[src/rtl/p2p_link_arbiter.sv]
// Shares one point-to-point message link among N_REQ requesters, one transaction at a time.
// Define FIXED_PRIORITY_EN for lowest-index-wins arbitration; round-robin otherwise.
module p2p_link_arbiter #(
    parameter int N_REQ   = 4,
    parameter int MSG_W   = 4,
    parameter int TIMEOUT = 8
) (
    input  logic                     clk,
    input  logic                     rst_n,
    input  logic [N_REQ-1:0]         req,
    input  logic [N_REQ*MSG_W-1:0]   msg_in,
    output logic [N_REQ-1:0]         grant,
    output logic [MSG_W-1:0]         link_out,
    output logic                     link_valid,
    input  logic [MSG_W-1:0]         link_resp,
    input  logic                     link_resp_valid,
    output logic [MSG_W-1:0]         resp_out,
    output logic [N_REQ-1:0]         resp_valid,
    output logic                     timeout_err
);

    localparam int IDX_W = (N_REQ > 1) ? $clog2(N_REQ) : 1;
    localparam int CNT_W = $clog2(TIMEOUT + 1);

    typedef enum logic [1:0] {IDLE, SEND, WAIT, DONE} state_t;

    state_t             state;
    state_t             next_state;
    logic [CNT_W-1:0]   wait_cnt;
    logic               timeout_flag;
    logic               timeout_hit;
    logic [IDX_W-1:0]   win_idx;

`ifndef FIXED_PRIORITY_EN
    logic [IDX_W-1:0]   last;
    logic [IDX_W-1:0]   owner;
`endif

    assign timeout_hit = (wait_cnt == CNT_W'(TIMEOUT - 1));

    // Winner selection; descending scan so the closest eligible index is assigned last.
    always_comb begin
        win_idx = '0;
`ifdef FIXED_PRIORITY_EN
        for (int i = N_REQ - 1; i >= 0; i--) begin
            if (req[i]) win_idx = IDX_W'(i);
        end
`else
        for (int off = N_REQ; off >= 1; off--) begin
            if (req[(int'(last) + off) % N_REQ])
                win_idx = IDX_W'((int'(last) + off) % N_REQ);
        end
`endif
    end

    always_ff @(posedge clk or negedge rst_n) begin
        if (!rst_n) state <= IDLE;
        else        state <= next_state;
    end

    always_comb begin
        next_state = state;
        case (state)
            IDLE:    if (|req) next_state = SEND;
            SEND:    next_state = WAIT;
            WAIT:    if (link_resp_valid || timeout_hit) next_state = DONE;
            DONE:    next_state = IDLE;
            default: next_state = IDLE;
        endcase
    end

    // Transaction datapath: message and owner are latched at the grant edge and held.
    always_ff @(posedge clk or negedge rst_n) begin
        if (!rst_n) begin
            grant        <= '0;
            link_out     <= '0;
            resp_out     <= '0;
            wait_cnt     <= '0;
            timeout_flag <= 1'b0;
`ifndef FIXED_PRIORITY_EN
            last         <= IDX_W'(N_REQ - 1);
            owner        <= '0;
`endif
        end else begin
            case (state)
                IDLE: begin
                    if (|req) begin
                        grant    <= N_REQ'(1) << win_idx;
                        link_out <= msg_in[win_idx*MSG_W +: MSG_W];
`ifndef FIXED_PRIORITY_EN
                        owner    <= win_idx;
`endif
                    end
                end
                SEND: wait_cnt <= '0;
                WAIT: begin
                    if (link_resp_valid) begin
                        resp_out <= link_resp;
                    end else if (timeout_hit) begin
                        resp_out     <= '0;
                        timeout_flag <= 1'b1;
                    end else begin
                        wait_cnt <= wait_cnt + CNT_W'(1);
                    end
                end
                DONE: begin
                    grant        <= '0;
                    timeout_flag <= 1'b0;
`ifndef FIXED_PRIORITY_EN
                    last         <= owner;
`endif
                end
                default: ;
            endcase
        end
    end

    assign link_valid  = (state == SEND);
    assign resp_valid  = (state == DONE) ? grant : '0;
    assign timeout_err = (state == DONE) && timeout_flag;

endmodule

[config.mk]
export PLATFORM = sky130hd
export DESIGN_NAME = p2p_link_arbiter
export DESIGN_NICKNAME = d
export VERILOG_FILES = /design/src/rtl/p2p_link_arbiter.sv
export SDC_FILE = /design/constraint.sdc
export NUM_CORES = 1
export LEC_CHECK = 0
export BUFFER_PORTS_ARGS = -buffer_cell sky130_fd_sc_hd__buf_2
export CORE_ASPECT_RATIO = 1.1
export CORE_MARGIN = 2
export CORE_UTILIZATION = 40
export CTS_BUF_LIST = sky130_fd_sc_hd__clkbuf_4 sky130_fd_sc_hd__clkbuf_8
export DETAILED_ROUTE_END_ITERATION = 8
export GPL_TIMING_DRIVEN = 0
export PLACE_DENSITY = 0.7
export SYNTH_ARGS = -nofsm -noshare
export SYNTH_HDL_FRONTEND = slang
export SYNTH_SLANG_ARGS = --single-unit
[constraint.sdc]
create_clock -name clk -period 4.9 [get_ports clk]
set_clock_uncertainty 0.2 [all_clocks]
set_input_delay 0.49 -clock clk [delete_from_list [all_inputs] [get_ports clk]]
set_output_delay 0.49 -clock clk [all_outputs]
set_load 0.05 [all_outputs]
After elaboration in Yosys (flattened, before gate mapping)
Cells that the tools add are included. W data, S select, Z words.

Reduce and logical (&&, ||, !) cells: 18. Magnitude comparators: 4. Equality and inequality tests: 9. Bitwise gates (word level): 4. Mux-type cells: 30. Add/subtract/negate cells: 5. Shift operators: 2.

Operators by type and width (number): $mux W4 (6); $lt A3 B4 Y1 const B (4); $pmux W4 S2 (2); $shiftx A16 B5 Y4 (1); $mux W2 (6); $mux W1 (10); $ne A2 B2 Y1 const B (5); $bmux W1 S2 (4); $pmux W2 S4 (1); $reduce_and A2 Y1 (4); $reduce_bool A2 Y1 (4); $reduce_or A2 Y1 (4); $reduce_and A3 Y1 (2); $add A2 B1 Y2 const B (2); $add A2 B2 Y2 const B (2); $add A4 B1 Y4 const B (1); $and A1 B1 Y1 const A (4); $eq A2 B2 Y1 const B (2); $eq A4 B3 Y1 const B (1); $reduce_or A4 Y1 (1); $shl A1 B2 Y4 const A (1); $eq A2 B1 Y1 const B (1); $logic_not A2 Y1 (1); $pmux W1 S2 (1); other kinds (2) (2).

Input bits: 27. Register bits after elaboration: 23.

Longest topological paths before layout
Depth in word-level cells: 13. Depth in mapped cells: 7.

Worst setup path after synthesis
No wires, ideal clock.

Path type: input to register. Start point: input req[3]. End point: register link_out[1]. Cell stages on the path: 6. Setup time: 120 ps. Path slack: 2776 ps. Arrival time: 1804 ps. Buffers on the path: 1. Path through: nor2b_1 > o21ai_1 > and3_1 > buf_2 > mux2_1 > o211a_1.

Cells in the longest elaborated chain, start to end: 8. Elaborated cells between the ends (all ways): 19. Classes of those cells: 1 x shift; 16 x mux; 2 x reduce/logical.

RTL lines: start: declaration (RTL line 10) `input logic [N_REQ-1:0] req,`; $bmux W1 S2 (RTL line 50) `if (req[(int'(last) + off) % N_REQ])`; $mux W1 (not written as such) (2 in series) (RTL line 50); $mux W2 (4 in series) (RTL line 50); $shiftx A16 B5 Y4 (RTL line 89) `link_out <= msg_in[win_idx*MSG_W +: MSG_W];`; end signal: assignment (RTL line 89); end: declaration (RTL line 13) `output logic [MSG_W-1:0] link_out,`.

Parallel ways exist; a longest one is shown, timed or not. The select of a mux whose other input is x is not followed. A chain may end at the register's enable or synchronous reset.

Worst setup path after layout
Start point: register state[0]. End point: output resp_valid[2].

Cells in the longest elaborated chain, start to end: 2.

RTL lines: start: declaration (RTL line 27) `state_t state;`; start signal: assignment (RTL line 58) `else state <= next_state;`; $eq A2 B2 Y1 (RTL line 119) `assign resp_valid = (state == DONE) ? grant : '0;`; $mux W4 (RTL line 119); end: declaration (RTL line 18) `output logic [N_REQ-1:0] resp_valid,`.

Every way passes these cells.

==> flow_summary_export.csv <==
group,metric,value,unit
timing,fmax,414,MHz
worst_setup_path,crit_end,"resp_valid[2]",
routing,vias,1185,
clock_network,post_cts_resized,0,
place,portBuffers,43,
routing,ant_nets,0,
routing,routed_via_density,5.41,
synth,ys_types,37,
synth,async_flop_share,100,%
final_layout,nFillCells,314,
global_route,grt_max_degree,24,
place,gp_congestion,0.849,
worst_setup_path,r2r-end,"state[0]$_DFFE_PN0P_",
worst_setup_path,r2r_start,"state[1]$_DFFE_PN0P_",
clock_network,cts_max_level,1,
worst_setup_path,cp_data_required_time,4.21,ns
final_layout,final_cell_mix,"buf_2 (45), dfrtp_1 (21), nand2_1 (12)",
worst_setup_path,crit_start,"state[0]$_DFFE_PN0P_",
floorplanning,rows,22,
outcome,status,"finished clean",
routing,drt_iter0_markers,56,
worst_setup_path,critPathLaunchType,"register",
synth,synthesis.nets,168,
timing,worst_pin_slew,0.934,ns
routing,post_drt_wl_per_cell,13.6,µm
timing,whs,0.226,ns
pwr,power_density,646,nW/µm²
clock_network,clkLatencyLatePin,0.31,ns
worst_setup_path,crit_fanout,10,
timing,hold_viol,0,
final_layout,multi_input_area,703,µm²
routing,drc_errors,0,
worst_setup_path,end_kind,"output pin",
clock_network,cts_tree,"done",
floorplanning,die_h,64.7,µm
global_route,antenna_found_initial,0,
worst_hold_path,hold_path_depth,2,
worst_setup_path,worstSetupPathType,"register to output pin",
pwr,ir_worst_vdd,0.000279,V
place,dp_hpwl,2330,µm
worst_hold_path,hold_path.class,"input port to register",
clock_network,hold_buffers,1,
global_route,gr-total-overflow,0,
clock_network,cts_buffers,3,
floorplanning,fp.coreArea,3280,µm²
synth,yosysWarningCount,0,
final_layout,regArea,578,µm²
worst_setup_path,worstRegToRegCells,6,
synth,synth_flop_cell,"dfrtp_1",
timing,min_period,2.41,ns
timing,drv_slew,0,
final_layout,antennaDiodeCount,0,
clock_network,clkSlewWorstSetupHoldPaths,0.12,ns
worst_setup_path,crit_arrival,1.72,ns
timing,fin_crit_sh,49.2,%
clock_network,cts-root-buf,"clkbuf_4",
global_route,grt_pass1_vias,1160,
synth,seq_area_frac_synth,43.1,%
routing,wl,2970,µm
pwr,power_leakage,0.000804,µW
synth,ys_ff_latch,23,
clock_network,post_cts_buffers,0,
clock_network,cts_buffer_depth,2,
floorplanning,dieWidth,59.2,µm
floorplanning,initial_core_util,40.9,%
synth,syn_area,1340,µm²
synth,synth_edf_count,0,
timing,setup_tns,0,ns
timing,relSlewSlack,37.2,%
final_layout,layout_commonest_cell,"buf_2",
final_layout,area_growth,22.4,%
floorplanning,dieArea,3830,µm²
routing,first_pass_iters,4,
worst_setup_path,regToRegSetupSlack,2.59,ns
timing,setup_viol,0,
clock_network,clock_sinks,23,
synth,synthesis.instances,135,
final_layout,fin_nets,217,
global_route,grt_usage,16.7,%
final_layout,drive_gt1_share,30.6,%
floorplanning,pin_count,45,
timing,rsz0062_at_grt,"no",
synth,syn_area_per_cell,9.93,µm²
global_route,grt_first_pass_wirelength,5020,µm
run,maxCapViolCount,0,
[cell type report]
| cell class | count | area share (%) |
|---|---|---|
| Buffer | 5 | 1.30 |
| Clock buffer | 4 | 1.83 |
| Inverter | 10 | 2.29 |
| Multi-Input combinational cell | 97 | 42.9 |
| Sequential cell | 23 | 35.2 |
| Tap cell | 36 | 2.75 |
| Timing Repair Buffer | 44 | 13.7 |
[cell usage after synthesis, types with 2 or more instances]
library cell,number,area [µm²]
dfrtp_1,21,526
nand2_1,12,45.0
inv_1,10,37.5
o21ai_0,10,50.1
nand2b_1,8,50.1
ha_1,6,75.1
and2_1,5,31.3
a2111o_1,4,45.0
a31oi_1,4,25.0
a32o_1,4,40.0
o211a_1,4,40.0
a21oi_1,3,15.0
clkbuf_1,3,11.3
mux2_1,3,33.8
mux2_2,3,33.8
nor2_1,3,11.3
nor2b_1,3,18.8
o2bb2ai_1,3,26.3
a22oi_1,2,15.0
a2bb2oi_1,2,17.5
and3_1,2,12.5
buf_2,2,10.0
dfstp_2,2,52.6
nand3_1,2,10.0
nor4_1,2,12.5
[state kept, by name, summed over array words and instances, names as in the netlist]
signal / count
grant: 4
link_out: 4
resp_out: 4
wait_cnt: 4
last: 2
owner: 2
state: 2
timeout_flag: 1
[logic make-up (layout without fill, tap and decap cells)]
family          Yosys count  after routing  share of synthesized area (%)
fa+ha+maj                 6              6                           5.60
buf+inv                  15             63                           4.39
compound gates           45             45                           25.9
simple gates             40             40                           16.0
flops                    23             23                           43.1
mux                       6              6                           5.04
[worst min-delay path by stage]
stage	startpoint	endpoint	slack, ns
CTS	link_resp[0]	resp_out[0]$_DFFE_PN0P_	0.22
finish	link_resp[0]	resp_out[0]$_DFFE_PN0P_	0.23
floorplan	rst_n	grant[0]$_DFFE_PN0P_	-0.006
detailed placement	owner[0]$_DFFE_PN0P_	owner[0]$_DFFE_PN0P_	0.28
global placement	owner[1]$_DFFE_PN0P_	owner[1]$_DFFE_PN0P_	0.27
global route	link_resp[0]	resp_out[0]$_DFFE_PN0P_	0.23
[routing by layer]
layer | GRT usage [%] | share of wire, % | wire [µm]
met3 | 2.00 | 5.6 | 165
met1 | 22.2 | 46 | 1360
met5 | 0 | 0 | 0
met4 | 4.26 | 0.61 | 18
met2 | 28.4 | 48 | 1420
[worst max-delay path: stages, from the launching register on]
cell and delay [ns]:
dfrtp_1 0.42, ha_1 0.25, clkbuf_1 0.31, and2_1 0.18, buf_2 0.26
[power by group]
group / internal (µW) / switching (µW) / leakage (µW)
Clock: 37.3 / 53.8 / 0.0000184
Sequential: 277 / 54.8 / 0.000285
Combinational: 207 / 430 / 0.000500
[per-stage QoR]
stage | setup WS, ns | instances | total power (µW) | util (%) | cell area [µm²]
after floorplan | 2.78 | 135 | 823 | - | 1340
after global placement | 2.49 | 214 | 952 | 48.9 | 1600
after detailed placement | 2.46 | 214 | 977 | 48.9 | 1600
after CTS | 2.44 | 219 | 1070 | 50.1 | 1640
after global routing | 2.31 | 219 | 1150 | 50.1 | 1640
final | 2.49 | 219 | 1060 | 50.1 | 1640
No activity file was read; power rests on OpenSTA's default activity.
